**src/rtl/keypad_if.sv**
```systemverilog
// Signal bundle between the keypad scanner and the keypad matrix / recorder control logic.
// The master side is the scanner; the slave side is the keypad plus its consumer.
interface keypad_if;
    logic [3:0] kypd_row;
    logic [3:0] kypd_col;
    logic [3:0] key_code;
    logic       key_valid;
    logic       key_held;

    modport master (
        input  kypd_row,
        output kypd_col, key_code, key_valid, key_held
    );

    modport slave (
        output kypd_row,
        input  kypd_col, key_code, key_valid, key_held
    );
endinterface

```
**src/rtl/keypad_scanner.sv**
```systemverilog
// 4x4 matrix keypad column scanner, with a sweep resolver and a press/release debouncer.
// It emits a one-cycle key_valid strobe per accepted press and holds key_held until the debounced release.
module keypad_scanner #(
    parameter int SCAN_TICKS      = 8,
    parameter int DEBOUNCE_SWEEPS = 3
) (
    input  logic     cclk,
    input  logic     rst,
    keypad_if.master kp
);

    localparam int         DW        = (SCAN_TICKS > 1) ? $clog2(SCAN_TICKS) : 1;
    localparam logic [DW-1:0] LAST_TICK = DW'(SCAN_TICKS - 1);
    localparam logic [3:0] DB_TARGET = 4'(DEBOUNCE_SWEEPS);

    typedef enum logic [1:0] {IDLE, CONFIRM, PRESSED, RELEASE} state_t;
    typedef enum logic [1:0] {SW_NONE, SW_SINGLE, SW_MULTI} sweep_t;

    logic [3:0]    row_meta, row_sync;
    logic [DW-1:0] dwell;
    logic [1:0]    col_idx;
    logic          sample_tick, sweep_end;

    sweep_t     acc_kind, sweep_kind;
    logic [3:0] acc_code, sweep_code;

    state_t     state, state_next;
    logic [3:0] cnt, cnt_next, cnt_inc;
    logic [3:0] cand, cand_next;
    logic [3:0] code_q, code_next;
    logic       valid_q, valid_next, held_q, held_next;

    function automatic logic [3:0] decode_key(input logic [1:0] col, input logic [1:0] pos);
        logic [3:0] code;
        case ({col, pos})
            4'h0: code = 4'h1;  4'h1: code = 4'h4;  4'h2: code = 4'h7;  4'h3: code = 4'h0;
            4'h4: code = 4'h2;  4'h5: code = 4'h5;  4'h6: code = 4'h8;  4'h7: code = 4'hF;
            4'h8: code = 4'h3;  4'h9: code = 4'h6;  4'hA: code = 4'h9;  4'hB: code = 4'hE;
            default: code = 4'hA + 4'({2'b00, pos});
        endcase
        return code;
    endfunction

    // NOTE: sequential state uses non-blocking assignments so every flop samples pre-edge values.
    always_ff @(posedge cclk or posedge rst) begin
        if (rst) begin
            row_meta <= 4'hF;
            row_sync <= 4'hF;
        end else begin
            row_meta <= kp.kypd_row;
            row_sync <= row_meta;
        end
    end

    always_ff @(posedge cclk or posedge rst) begin
        if (rst) begin
            dwell   <= '0;
            col_idx <= 2'd0;
        end else if (dwell == LAST_TICK) begin
            dwell   <= '0;
            col_idx <= col_idx + 2'd1;
        end else begin
            dwell <= dwell + 1'b1;
        end
    end

    assign sample_tick = (dwell == LAST_TICK);
    assign sweep_end   = sample_tick && (col_idx == 2'd3);

    // Sweep result, including the sample that is being taken now.
    // NOTE: every always_comb output gets a default first, so the block cannot infer a latch.
    always_comb begin
        logic [1:0] pos;
        logic       one_low;
        sweep_kind = acc_kind;
        sweep_code = acc_code;
        pos        = 2'd0;
        one_low    = 1'b1;
        case (row_sync)
            4'b1110: pos = 2'd0;
            4'b1101: pos = 2'd1;
            4'b1011: pos = 2'd2;
            4'b0111: pos = 2'd3;
            default: one_low = 1'b0;
        endcase
        if (row_sync != 4'b1111) begin
            if (one_low && acc_kind == SW_NONE) begin
                sweep_kind = SW_SINGLE;
                sweep_code = decode_key(col_idx, pos);
            end else begin
                sweep_kind = SW_MULTI;
            end
        end
    end

    always_ff @(posedge cclk or posedge rst) begin
        if (rst) begin
            acc_kind <= SW_NONE;
            acc_code <= 4'h0;
        end else if (sample_tick) begin
            acc_kind <= sweep_end ? SW_NONE : sweep_kind;
            acc_code <= sweep_end ? 4'h0 : sweep_code;
        end
    end

    always_ff @(posedge cclk or posedge rst) begin
        if (rst) begin
            state   <= IDLE;
            cnt     <= 4'd0;
            cand    <= 4'h0;
            code_q  <= 4'h0;
            valid_q <= 1'b0;
            held_q  <= 1'b0;
        end else begin
            state   <= state_next;
            cnt     <= cnt_next;
            cand    <= cand_next;
            code_q  <= code_next;
            valid_q <= valid_next;
            held_q  <= held_next;
        end
    end

    assign cnt_inc = (cnt == 4'hF) ? cnt : cnt + 4'd1;

    always_comb begin
        state_next = state;
        cnt_next   = cnt;
        cand_next  = cand;
        code_next  = code_q;
        valid_next = 1'b0;
        held_next  = held_q;
        if (sweep_end) begin
            case (state)
                IDLE: if (sweep_kind == SW_SINGLE) begin
                    cand_next = sweep_code;
                    cnt_next  = 4'd1;
                    if (DB_TARGET == 4'd1) begin
                        code_next  = sweep_code;
                        valid_next = 1'b1;
                        held_next  = 1'b1;
                        state_next = PRESSED;
                    end else begin
                        state_next = CONFIRM;
                    end
                end
                CONFIRM: if (sweep_kind == SW_SINGLE && sweep_code == cand) begin
                    cnt_next = cnt_inc;
                    if (cnt_inc >= DB_TARGET) begin
                        code_next  = cand;
                        valid_next = 1'b1;
                        held_next  = 1'b1;
                        state_next = PRESSED;
                    end
                end else if (sweep_kind == SW_SINGLE) begin
                    cand_next = sweep_code;
                    cnt_next  = 4'd1;
                end else begin
                    cnt_next   = 4'd0;
                    state_next = IDLE;
                end
                PRESSED: if (sweep_kind == SW_NONE) begin
                    if (DB_TARGET == 4'd1) begin
                        held_next  = 1'b0;
                        cnt_next   = 4'd0;
                        state_next = IDLE;
                    end else begin
                        cnt_next   = 4'd1;
                        state_next = RELEASE;
                    end
                end
                RELEASE: if (sweep_kind == SW_NONE) begin
                    cnt_next = cnt_inc;
                    if (cnt_inc >= DB_TARGET) begin
                        held_next  = 1'b0;
                        cnt_next   = 4'd0;
                        state_next = IDLE;
                    end
                end else begin
                    cnt_next   = 4'd0;
                    state_next = PRESSED;
                end
                default: state_next = IDLE;
            endcase
        end
    end

    assign kp.kypd_col  = ~(4'b0001 << col_idx);
    assign kp.key_code  = code_q;
    assign kp.key_valid = valid_q;
    assign kp.key_held  = held_q;

endmodule
```
**src/flat_wrapper.sv**
```systemverilog
// flat-port wrapper written by rule: the top's interface ports become plain ports
module keypad_scanner_flat 
#(
    parameter int SCAN_TICKS      = 8,
    parameter int DEBOUNCE_SWEEPS = 3
)
  (cclk, rst, kp_kypd_row, kp_kypd_col, kp_key_code, kp_key_valid, kp_key_held);
  keypad_if kp_i ();
  input  logic cclk;
  input  logic rst;
  input wire logic [$bits(kp_i.kypd_row)-1:0] kp_kypd_row;
  output wire logic [$bits(kp_i.kypd_col)-1:0] kp_kypd_col;
  output wire logic [$bits(kp_i.key_code)-1:0] kp_key_code;
  output wire logic [$bits(kp_i.key_valid)-1:0] kp_key_valid;
  output wire logic [$bits(kp_i.key_held)-1:0] kp_key_held;
  assign kp_i.kypd_row = kp_kypd_row;
  assign kp_kypd_col = kp_i.kypd_col;
  assign kp_key_code = kp_i.key_code;
  assign kp_key_valid = kp_i.key_valid;
  assign kp_key_held = kp_i.key_held;
  keypad_scanner #(.SCAN_TICKS(SCAN_TICKS), .DEBOUNCE_SWEEPS(DEBOUNCE_SWEEPS)) u_core (.cclk(cclk), .rst(rst), .kp(kp_i));
endmodule
```
**config.mk**
```make
export PLATFORM = sky130hd
export DESIGN_NAME = keypad_scanner_flat
export DESIGN_NICKNAME = d
export VERILOG_FILES = /design/src/rtl/keypad_if.sv /design/src/rtl/keypad_scanner.sv /design/src/flat_wrapper.sv
export SDC_FILE = /design/constraint.sdc
export NUM_CORES = 1
export LEC_CHECK = 0
export CORE_ASPECT_RATIO = 2
export CORE_MARGIN = 5
export CORE_UTILIZATION = 54
export CTS_BUF_LIST = sky130_fd_sc_hd__clkbuf_2
export CTS_CLUSTER_SIZE = 10
export DETAILED_ROUTE_END_ITERATION = 10
export GPL_TIMING_DRIVEN = 0
export PLACE_DENSITY_LB_ADDON = 0.25
export SLEW_MARGIN = 20
export SYNTH_ARGS = -nofsm -noshare
export SYNTH_HDL_FRONTEND = slang
export SYNTH_SLANG_ARGS = --single-unit
```
**constraint.sdc**
```tcl
create_clock -name cclk -period 3.09 [get_ports cclk]
set_clock_uncertainty 0.05 [all_clocks]
set_input_delay 0.309 -clock cclk [delete_from_list [all_inputs] [get_ports cclk]]
set_output_delay 0.309 -clock cclk [all_outputs]
set_load 0.005 [all_outputs]
```
Word-level counts from Yosys, hierarchy flattened
Index checks and enable logic that the tools add are counted.
{"block": "op_classes", "addsub": 4, "bitwise_logic": 1, "order_cmp": 1, "shift": 1, "reduce_logical": 15, "n_mux": 38, "n_eq_ne": 34}
{"cell": "one-hot mux 4 bit (12 select lines)", "n": 1}
{"cell": "two-way mux 4 bit", "n": 11}
{"cell": "equality test 4 bit, second input constant", "n": 8}
{"cell": "equality test 4 x 3 -> 1 bit, second input constant", "n": 5}
{"cell": "two-way mux 2 bit", "n": 10}
{"cell": "one-hot mux 4 bit (4 select lines)", "n": 1}
{"cell": "!= test 2 x 1 -> 1 bit, second input constant", "n": 6}
{"cell": "AND reduction 6 bit", "n": 2}
{"cell": "two-way mux 1 bit", "n": 10}
{"cell": "equality test 4 x 2 -> 1 bit, second input constant", "n": 2}
{"cell": "one-hot mux 2 bit (4 select lines)", "n": 1}
{"cell": "one-hot mux 4 bit (2 select lines)", "n": 1}
{"cell": "equality test 2 bit, second input constant", "n": 3}
{"cell": "logical NOT 2 bit", "n": 3}
{"cell": "!= test 3 bit, second input constant", "n": 2}
{"cell": "one-hot mux 2 bit (3 select lines)", "n": 1}
{"cell": "AND reduction 3 bit", "n": 2}
{"cell": "adder 4 x 1 -> 4 bit, second input constant", "n": 1}
{"cell": "adder 4 x 2 -> 4 bit, first input constant", "n": 1}
{"cell": "equality test 2 x 1 -> 1 bit, second input constant", "n": 2}
{"cell": "equality test 4 x 1 -> 1 bit, second input constant", "n": 1}
{"cell": "equality test 4 bit", "n": 1}
{"cell": ">= comparator 4 x 2 -> 1 bit, second input constant", "n": 1}
{"cell": "logical NOT 4 bit", "n": 1}
{"cell": "14 further kinds", "n": 17}
{"block": "totals", "register_bits": 35, "wordCells": 106, "input_bits": 6}

Depth between registers and ports, before layout
{"block": "depth", "depth_word": 11, "mapped_depth": 9, "ltp_nobuf": 9}

Worst setup path after synthesis
Ideal clock, no wire load.
{"block": "synth_timing", "kind": "flip-flop to flip-flop", "from": "register u_core.col_idx[0]", "to": "register u_core.code_q[0] (netlist: u_core.kp.key_code[0])", "path_buffers": 0, "period_less_slack_ns": 2.887, "required_ns": 2.915, "path_stages_with_launch": 10, "setup_slack_ns": 0.203, "arrival_time_ns": 2.712, "setup_ns": 0.125, "path_cell_list": "dfrtp_1 > inv_1 > ha_1 > or2_2 > a221o_1 > o31a_1 > a211oi_1 > o22ai_2 > nor4b_4 > mux2_2"}
{"block": "synth_between", "elab_chain_len": 7}
{"item": "start, declared", "line_no": "keypad_scanner.sv:21", "rtl": "logic [1:0] col_idx;"}
{"item": "start signal, assigned", "line_no": "keypad_scanner.sv:61", "rtl": "col_idx <= col_idx + 2'd1;"}
{"item": "equality test 4 bit (tied with other cells)", "line_no": "keypad_scanner.sv:35", "rtl": "case ({col, pos})"}
{"item": "one-hot mux 4 bit (12 select lines)", "line_no": "keypad_scanner.sv:35"}
{"item": "two-way mux 4 bit", "line_no": "keypad_scanner.sv:87", "rtl": "if (one_low && acc_kind == SW_NONE) begin"}
{"item": "two-way mux 4 bit", "line_no": "keypad_scanner.sv:86", "rtl": "if (row_sync != 4'b1111) begin"}
{"item": "equality test 4 bit", "line_no": "keypad_scanner.sv:147", "rtl": "CONFIRM: if (sweep_kind == SW_SINGLE && sweep_code == cand) begin"}
{"item": "logical AND 1 bit", "line_no": "keypad_scanner.sv:147"}
{"item": "AND reduction 4 bit (no line) (*)"}
{"item": "end signal, assigned", "line_no": "keypad_scanner.sv:118", "rtl": "code_q <= code_next;"}
{"item": "end, declared", "line_no": "keypad_scanner.sv:30", "rtl": "logic [3:0] code_q, code_next;"}
Every way passes the cells marked *; elsewhere a longest branch is shown, timed or not.
A chain may end at the register's enable or synchronous reset.

Worst setup path after layout
{"block": "layout_timing", "from": "register u_core.row_sync[3]", "to": "register u_core.code_q[1] (netlist: u_core.kp.key_code[1])"}
{"block": "layout_between", "elab_chain_len": 9}
{"item": "start, declared", "line_no": "keypad_scanner.sv:19", "rtl": "logic [3:0] row_meta, row_sync;"}
{"item": "start signal, assigned", "line_no": "keypad_scanner.sv:51", "rtl": "row_sync <= row_meta;"}
{"item": "equality test 4 x 3 -> 1 bit / equality test 4 bit (equally long branches)", "line_no": "keypad_scanner.sv:79", "rtl": "case (row_sync)"}
{"item": "one-hot mux 2 bit (3 select lines) / OR reduction 4 bit (equally long branches)"}
{"item": "adder 4 x 2 -> 4 bit (tied with other cells)", "line_no": "keypad_scanner.sv:39", "rtl": "default: code = 4'hA + 4'({2'b00, pos});"}
{"item": "one-hot mux 4 bit (12 select lines) / logical AND 1 bit (equally long branches)", "line_no": "keypad_scanner.sv:35, keypad_scanner.sv:87"}
{"item": "two-way mux 4 bit / two-way mux 2 bit (equally long branches)", "line_no": "keypad_scanner.sv:87"}
{"item": "two-way mux 4 bit / two-way mux 2 bit (equally long branches)", "line_no": "keypad_scanner.sv:86"}
{"item": "equality test 4 bit / equality test 2 x 1 -> 1 bit (equally long branches)", "line_no": "keypad_scanner.sv:147"}
{"item": "logical AND 1 bit (*)", "line_no": "keypad_scanner.sv:147"}
{"item": "AND reduction 4 bit (no line) (*)"}
Marked as above.

==> results.yml <==
job:
  cap_violations: 0
status:
  status: "completed"
setup_path:
  crit_slowest_cell: "dfstp_2"
  end_kind: "flop"
  crit_family: "compound AO/OA/AOI/OAI gates"
  critPathMaxStageDelay_ns: 0.55
  worst-path-buf-inv: 2
  reg2reg_slack_ns: 0.12
  start_kind: "flop"
  cp.arrival_ns: 3.19
  cp.required_ns: 3.32
  path_class: "reg2reg"
  crit_chain: "buf_4, or3b_2, a211oi_2, o32ai_2, xnor2_1, a211o_1, nor4b_4, buf_6, mux2_4"
  critPathMaxFanout: 10
cts:
  path_clk_slew_ns: 0.20
  cts-root-buf: "clkbuf_2"
  cts_buffers: 5
  cts.sinks: 35
  clk_latency_ns: 0.40
  cts_max_level: 2
  clk_path_buf_depth: 2
  cts_tree: "done"
sta:
  holdWs_ns: 0.259
  relSlewSlack: 0.524
  tightest_slew_ns: 0.713
  period_share: 0.960
  fin_ws_ns: 0.124
  fmax_mhz: 337
  setup_viol: 0
  finalHoldViolations: 0
  period_needed_ns: 2.97
  drv_slew: 0
  rsz0062_at_grt: "no"
  fin_setup_tns_ns: 0
power_and_ir_drop:
  finalPower_w: 0.000782
  p_leak_nw: 0.976
  power_density_mw_per_mm2: 322
  vdd_drop_max_v: 0.000266
placement:
  pre_cts_slack_ns: -0.124
  port_buffers: 15
  hpwl_um: 3110
  dp.cells: 273
  place.gp.congestion: 0.806
global_route:
  antenna_found_initial: 0
  gr-usage-all-layers: 0.183
  grt_max_degree: 36
  grt_pass1_vias: 1644
  grt_pass1_wl_um: 7250
  overflow: 0
synthesis:
  synth-seq-cells: 35
  synthArstFlopShare: 1.00
  synth_compound_area_frac: 0.180
  ys_seq_area_frac: 0.433
  synthAdderAreaFrac: 0.0489
  syn-cell-area_mm2: 0.00205
  synth_top_flop_cell: "dfrtp_1"
  synth-simple-area-share: 0.171
  synth_top_family_by_area: "compound AO/OA/AOI/OAI gates"
  synth_nets: 223
  syn_area_per_cell_um2: 9.79
  synth-xor-area-share: 0.0513
  syn_inst: 209
  synth.distinct_cells: 52
  yosysWarningCount: 0
  synth_edf_count: 0
  synth_mux_area_frac: 0.0617
floorplanning:
  die_height_um: 97.1
  io_pins: 16
  start_util: 0.561
  rows: 31
  core_area_mm2: 0.00365
  die_w_um: 53.5
  fp.dieArea_mm2: 0.00520
cells_and_area:
  areaGrowthSynthToFinish_pct: 18.8
  drive_gt1_frac: 0.223
  instances_no_fill: 287
  multi_input_area_mm2: 0.00113
  seqCellArea_um2: 888
  mostFrequentLayoutCells: "dfrtp_1, nand2_1, inv_1, clkdlybuf4s50_1, nor2_1"
  fill_cells: 340
  layout.nets: 251
  layout_commonest_cell: "dfrtp_1"
  diodes: 0
detailed_routing:
  drtIter0Drc: 60
  drc_errors: 0
  num_vias: 1718
  viasPerCell: 5.99
  dr.pass1.iters: 5
  final_antenna_net_count: 0
  totalWireLength_um: 4460
  wl_per_cell_um: 15.5
hold_path:
  hp-class: "in2async"
## kinds of logic after synthesis
family          count (synthesis)
xor+xnor                       12
compound gates                 51
mux                            12
flops                          35
simple gates                   64
fa+ha+maj                       8
buf+inv                        27
## final timing paths
path	cells after the start	endpoint	startpoint
max	9	u_core.kp.key_code[1]$_DFFE_PP0P_	u_core.row_sync[3]$_DFF_PP1_
min	2	u_core.kp.key_valid$_DFF_PP0_	rst
max reg2reg	9	u_core.kp.key_code[1]$_DFFE_PP0P_	u_core.row_sync[3]$_DFF_PP1_
min reg2reg	0	u_core.row_sync[3]$_DFF_PP1_	u_core.row_meta[3]$_DFF_PP1_
max in group asynchronous	2	u_core.col_idx[0]$_DFFE_PP0P_	rst
min in group cclk	1	u_core.row_meta[2]$_DFF_PP1_	kp_kypd_row[2]
## worst register-to-register path: stages, from the launching register on
cell      delay (ns)
dfstp_2         0.55
buf_4           0.17
or3b_2          0.47
a211oi_2        0.26
o32ai_2         0.15
xnor2_1         0.16
a211o_1         0.33
nor4b_4         0.26
buf_6           0.17
mux2_4          0.30
## area by class of cell
cell class | count | share of cell area
buffer | 9 | 0.0190
clock buffer | 5 | 0.0103
clock inverter | 3 | 0.00618
inverter | 18 | 0.0278
multi-input combinational | 147 | 0.464
sequential | 35 | 0.365
tap | 49 | 0.0252
timing repair buffer | 21 | 0.0818
## routing by layer
layer	track usage	vias up	part of all wire
met5	0	-	0
met4	0.0689	0	0.016
met3	0.0338	8	0.032
met2	0.335	46	0.57
met1	0.193	864	0.38
li1	-	800	-
## flip-flops by register name (all words and copies together) (netlist names)
signal,cells
u_core.row_meta,4
u_core.acc_code,4
u_core.cand,4
u_core.row_sync,4
u_core.dwell,3
u_core.kp.key_valid,1
u_core.kp.key_code,4
u_core.col_idx,2
u_core.kp.key_held,1
u_core.acc_kind,2
u_core.state,2
u_core.cnt,4
## power by group
group | internal, W | switching, W
logic | 0.0000400 | 0.0000600
clock network | 0.0000503 | 0.000151
registers | 0.000474 | 0.00000693
## cells in the mapped netlist (7+ instances only)
cell | count | area [µm²]
ha_1 | 8 | 100
a21oi_1 | 10 | 50.1
nor3_1 | 8 | 40.0
o21ai_0 | 9 | 45.0
inv_1 | 18 | 67.6
nand2_1 | 17 | 63.8
dfstp_2 | 8 | 210
dfrtp_1 | 27 | 676
nor2_1 | 11 | 41.3
mux2i_1 | 7 | 70.1
xnor2_1 | 8 | 70.1
## through the flow
stage | util | instance area, µm²
3_5_place_dp | 0.619 | 2260
4_1_cts | 0.637 | 2320
3_3_place_gp | 0.619 | 2260
5_1_grt | 0.667 | 2430
2_1_floorplan | - | 2050
6_report | 0.667 | 2430
## what timing repair did
item                                    in CTS  in global routing
hold buffers                                 0                  0
buffers inserted                             2                  4
endpoints found under the setup margin       5                  7
resized for setup                            2                 21
pin swaps                                    1                  6
Note: power is estimated with default switching activity, not from simulation.
==> RTL change 1 (config.mk and constraints unchanged) <==
`SCAN_TICKS` is set to 8 in 2 places; all go to 4.
--- a/src/rtl/keypad_scanner.sv
+++ b/src/rtl/keypad_scanner.sv
@@ -1,7 +1,7 @@
 // 4x4 matrix keypad column scanner, with a sweep resolver and a press/release debouncer.
 // It emits a one-cycle key_valid strobe per accepted press and holds key_held until the debounced release.
 module keypad_scanner #(
-    parameter int SCAN_TICKS      = 8,
+    parameter int SCAN_TICKS      = 4,
     parameter int DEBOUNCE_SWEEPS = 3
 ) (
     input  logic     cclk,
--- a/src/flat_wrapper.sv
+++ b/src/flat_wrapper.sv
@@ -1,7 +1,7 @@
 // flat-port wrapper written by rule: the top's interface ports become plain ports
 module keypad_scanner_flat 
 #(
-    parameter int SCAN_TICKS      = 8,
+    parameter int SCAN_TICKS      = 4,
     parameter int DEBOUNCE_SWEEPS = 3
 )
   (cclk, rst, kp_kypd_row, kp_kypd_col, kp_key_code, kp_key_valid, kp_key_held);
Function: changed (Yosys sat finds a counterexample within 10 cycles, from zero or initial values and one cycle with rst high).
==> RTL change 1 against the unedited design <==
- setup slack better by 0.30 ns
- area after synthesis up 6.6%
- total power down 2.1%
- critical path type unchanged
- die area up 5.6%
- synthesized cell count up 5.3%
- wire length up 1.0%
- largest cell class unchanged
- cell area up 0.15%
- via count down 1.5%
- sequential cell count down 1
- largest power group unchanged
==> RTL change 1: results (changes against the unedited design) <==
- Worst-path cell with the longest stage delay: dfrtp_1 (was dfstp_2)
* Post-synth cell types: 59 (was 52)
- Worst Path Arrival: 2.86 ns (was 3.19 ns)
- The multiplexer share of the synthesized area was 5.96% (was 6.17%).
* Detailed-route vias per instance: 5.76 (was 5.99)
- Post-synth top cells: dfrtp_1, nand2_1, nor2_1, inv_1, o21ai_0 (was dfrtp_1, inv_1, nand2_1, nor2_1, a21oi_1).
* Vias in the first global route: 1726 (was 1644)
- Result of the run: completed (unchanged)
* Total global routing track utilization: 19.1% (was 18.3%)
- Wire length after detailed routing: 4.50 mm (was 4.46 mm)
* Fillers: 342 (was 340)
* Parity-gate share of the synthesized area counting xor and xnor cells: 6.14% (was 5.13%)
* Max stage delay on crit path: 0.48 ns (was 0.55 ns)
- Largest cells by area after synthesis: dfrtp_1, dfstp_2, ha_1 (unchanged)
- Number of nets in the finished design: 255 (was 251)
- The synthesized-area fraction occupied by ao, oa, aoi and oai cells is 17.3% (was 18.0%).
* Largest net degree at the start of global routing: 35 (was 36)
- The synthesized net count is 233 (was 223).
- The DRC marker count from the first detailed-route iteration is 38 (was 60).
* Post-synthesis share of cell area spent on full adders, half adders and majority gates: 4.01% (was 4.89%)
- The clock latency of the later-clocked register in the worst-skew pair came to 0.38 ns (was 0.40 ns).
* RD Place Congestion: 0.856 (was 0.806)
- The placed wire-length estimate is 3.47 mm (was 3.11 mm).
- Wire length of the first global-routing pass: 7.85 mm (was 7.25 mm)
- The total iterations of the first detailed-routing run came to 4 (was 5).
- IR drop worst, VDD: 0.000221 V (was 0.000266 V)
- Count of instances resized after the clock tree is built: 0 (was 2)
- The fraction of the yosys area taken by sequential cells is 39.4% (was 43.3%).
RTL change 1: cell types whose count changed after synthesis, sizes merged, moves of 4 or more:
| cell | delta |
|---|---|
| nor2 | +7 |
| a21oi | -6 |
| a211oi | -5 |
| nand2 | +5 |
| nand2b | +5 |
| nand4 | +5 |
| a211o | +4 |
| o31a | -4 |
| xnor2 | -4 |
RTL change 1: layout make-up:
| type | count | area share [%] |
|---|---|---|
| Clock buffer | 7 | 1.44 |
| Clock inverter | 1 | 0.154 |
| Buffer | 8 | 2.52 |
| Inverter | 15 | 2.31 |
| Sequential cell | 34 | 35.4 |
| Tap cell | 51 | 2.62 |
| Multi-Input combinational cell | 163 | 49.4 |
| Timing Repair Buffer | 15 | 6.17 |
RTL change 1: cells by family after synthesis:
logic type                 count (synthesis)
adders and majority gates                  7
AOI/OAI and AO/OA                         50
buffers and inverters                     23
muxes                                     10
DFF                                       34
xor gates and xnor gates                  11
and+or+nand+nor                           85
RTL change 1: path summary, 6_finish.rpt:
kind | start | endpoint | slack, ns | cells past startpoint
max | u_core.col_idx[0] | u_core.cnt[0] | 0.43 | 8
min | rst | u_core.acc_kind[0] | 0.29 | 2
max reg2reg | u_core.col_idx[0] | u_core.cnt[0] | 0.43 | 8
min reg2reg | u_core.row_meta[0] | u_core.row_sync[0] | 0.30 | 0
max in group asynchronous | rst | u_core.state[1] | 2.23 | 2
min in group cclk | kp_kypd_row[1] | u_core.row_meta[1] | 0.30 | 1
RTL change 1: layer usage:
| layer | part of all wire (%) | GRT usage, % | vias to the layer above |
|---|---|---|---|
| met2 | 57 | 33.3 | 28 |
| met1 | 38 | 21.7 | 812 |
| li1 | - | - | 839 |
| met4 | 3.1 | 8.80 | 0 |
| met5 | 0 | 0 | - |
| met3 | 2.0 | 2.82 | 13 |
RTL change 1: critical path, delay by kind of cell, from the launching register on:
kind | cells | cell delay (ns)
compound gates | 4 | 1.19
xor+xnor | 1 | 0.18
fa+ha+maj | 1 | 0.31
buf+inv | 1 | 0.13
flops | 1 | 0.48
simple gates | 1 | 0.20
RTL change 1: where the power goes:
| group | internal (mW) | switching, mW |
|---|---|---|
| logic | 0.0410 | 0.0619 |
| registers | 0.457 | 0.00692 |
| clock network | 0.0606 | 0.138 |
| total | 0.559 | 0.207 |
RTL change 1: stage by stage:
step / util [%] / instances / hold WS (ns) / cell area, um^2 / power [mW]
after floorplan: - / 220 / 0.263 / 2180 / 0.548
after global placement: 61.7 / 286 / 0.295 / 2400 / 0.574
after detailed placement: 61.7 / 286 / 0.297 / 2400 / 0.575
after CTS: 62.7 / 294 / 0.272 / 2430 / 0.778
after global routing: 62.7 / 294 / 0.262 / 2430 / 0.813
final: 62.7 / 294 / 0.288 / 2430 / 0.766
==> RTL change 2 (same flow settings) <==
Made on the original files. Make the reset (`rst`) synchronous in 4 clocked blocks.
--- a/src/rtl/keypad_scanner.sv
+++ b/src/rtl/keypad_scanner.sv
@@ -42,7 +42,7 @@
     endfunction
 
     // NOTE: sequential state uses non-blocking assignments so every flop samples pre-edge values.
-    always_ff @(posedge cclk or posedge rst) begin
+    always_ff @(posedge cclk) begin
         if (rst) begin
             row_meta <= 4'hF;
             row_sync <= 4'hF;
@@ -52,7 +52,7 @@
         end
     end
 
-    always_ff @(posedge cclk or posedge rst) begin
+    always_ff @(posedge cclk) begin
         if (rst) begin
             dwell   <= '0;
             col_idx <= 2'd0;
@@ -93,7 +93,7 @@
         end
     end
 
-    always_ff @(posedge cclk or posedge rst) begin
+    always_ff @(posedge cclk) begin
         if (rst) begin
             acc_kind <= SW_NONE;
             acc_code <= 4'h0;
@@ -103,7 +103,7 @@
         end
     end
 
-    always_ff @(posedge cclk or posedge rst) begin
+    always_ff @(posedge cclk) begin
         if (rst) begin
             state   <= IDLE;
             cnt     <= 4'd0;
Behaviour: differs if rst is asserted again (counterexample within 10 cycles, from zero or initial values and one cycle with rst high); with rst held inactive, the same outputs for 10 cycles.
==> RTL change 2 against the unedited design <==
- cell area decreased by 1.2%
- area after synthesis increased by 4.6%
- count of clock-buffer cells in the layout unchanged
- wire length increased by 13%
- sequential cell count unchanged
- critical endpoint is now u_core.cand[3]
- die area increased by 3.9%
- largest power group unchanged
- via count increased by 14%
- setup slack improved by 0.11 ns
- total power increased by 5.0%
- sequential power decreased by 4%
- non-clock buffer count decreased by 1
==> RTL change 2: results (changes against the unedited design) <==
- Result of the run: completed (unchanged).
- Fillers: 353 (was 340)
- RD Place Congestion: 0.864 (was 0.806)
* Power density over cell area: 342 nW/um^2 (was 322 nW/um^2)
- The wire length after detailed routing was 5.04 mm (was 4.46 mm).
- The most frequently used flop master after synthesis was dfxtp_1 (was dfrtp_1).
- Non-clock inverter instance count of the final layout: 16 (was 18)
- The proportion of synthesized flip-flops having asynchronous set or reset came to 0% (was 100%).
* Signed area change from the synthesized netlist to the final layout: 12.2% (was 18.8%)
* Net count of the mapped netlist: 266 (was 223)
- Clock network contribution to total cell area: 1.67% (was 1.65%)
* Area fraction in compound gates after synthesis: 22.5% (was 18.0%)
- Internal power: 0.568 mW (was 0.564 mW)
- Count of multi-input combinational gates: 187 (was 147)
- Num sequential: 35 (unchanged)
* Max stage delay on crit path: 0.44 ns (was 0.55 ns)
* Post-synth top cells: dfxtp_1, nor2_1, a21oi_1, inv_1, nand2_1 (was dfrtp_1, inv_1, nand2_1, nor2_1, a21oi_1)
* Port Buffer Count: 15 (unchanged)
- The category of cells accounting for the largest share of critical-path delay was simple AND/OR/NAND/NOR gates (was compound AO/OA/AOI/OAI gates).
- Met1 global-route usage: 24.5% (was 19.3%)
* Vias in the first global route: 1873 (was 1644)
- The signal arrival time at the worst endpoint came to 3.12 ns (was 3.19 ns).
- Largest net degree at the start of global routing: 12 (was 36)
- The non-clock buffer contribution to total cell area was 9.69% (was 10.1%).
- The met2 global-route usage came to 36.1% (was 33.5%).
- The fraction of area in multi-input gates was 54.2% (was 46.4%).
- The placed instance area was 2350 um^2 (was 2260 um^2).
- Non-clock buffer count: 29 (was 30)
- Met3 usage: 3.78% (was 3.38%)
- Combinational fraction of design power: 17.1% (was 12.8%)
* Portion of netlist area occupied by mux cells: 5.61% (was 6.17%)
- Area of the core: 3840 um^2 (was 3650 um^2)
- The number of library cell types mapped by synthesis came to 55 (was 52).
- Post-synthesis share of cell area spent on full adders, half adders and majority gates: 5.14% (was 4.89%)
* Largest cells by area after synthesis: dfxtp_1, ha_1, nor2_1 (was dfrtp_1, dfstp_2, ha_1)
- The routed wire length on met3 is 179 um (was 141 um).
- The xor/xnor share of the synthesized area was 4.03% (was 5.13%).
* Number of buffers inserted to repair setup after CTS: 0 (was 2)
- Metal1 wirelength: 1.94 mm (was 1.70 mm)
- The number of H-tree branching levels is 2 (unchanged).
* Layout cells sized above 1: 14.5% (was 22.3%)
- The via density per instance came to 6.00 (was 5.99).
* Leakage component of the power: 0.920 nW (was 0.976 nW)
- The placed wire-length estimate is 3.80 mm (was 3.11 mm).
* Sequential group share of total power: 56.5% (was 61.4%)
- The worst IR drop on VDD came to 0.000268 V (was 0.000266 V).
* Pre-CTS setup slack: 0.0860 ns (was -0.124 ns)
* Share of synthesized area occupied by flip-flops and latches: 32.7% (was 43.3%)
- The wire length on met2 came to 2.78 mm (was 2.55 mm).
- Transition time of the tightest slew-check pin: 0.714 ns (was 0.713 ns)
## RTL change 2: changes by cell type in the layout (fill, tap and decap cells not counted), moves of 4 or more
cell      delta
a211oi_2     -5
xnor2_1      -4
dfstp_2      -8
o31a_1       -4
a21oi_1      +7
dfrtp_1     -25
nand2_1      -4
clkbuf_1     +4
buf_4        -6
dfxtp_1     +34
nand4_1      +5
or2_2       +11
nor2_1      +15
a211oi_1     +6
## RTL change 2: path summary, 6_finish.rpt
path / cells after the start / start / end / slack [ns]
max: 10 / u_core.col_idx[1] / u_core.cand[3] / 0.23
min: 1 / u_core.row_meta[1] / u_core.row_sync[1] / 0.38
max reg2reg: 10 / u_core.col_idx[1] / u_core.cand[3] / 0.23
min reg2reg: 1 / u_core.row_meta[1] / u_core.row_sync[1] / 0.38
## RTL change 2: cell families after synthesis
logic type,Yosys count
compound gates,67
xor+xnor,9
fa+ha+maj,9
buf+inv,30
flops,35
mux,10
simple gates,92
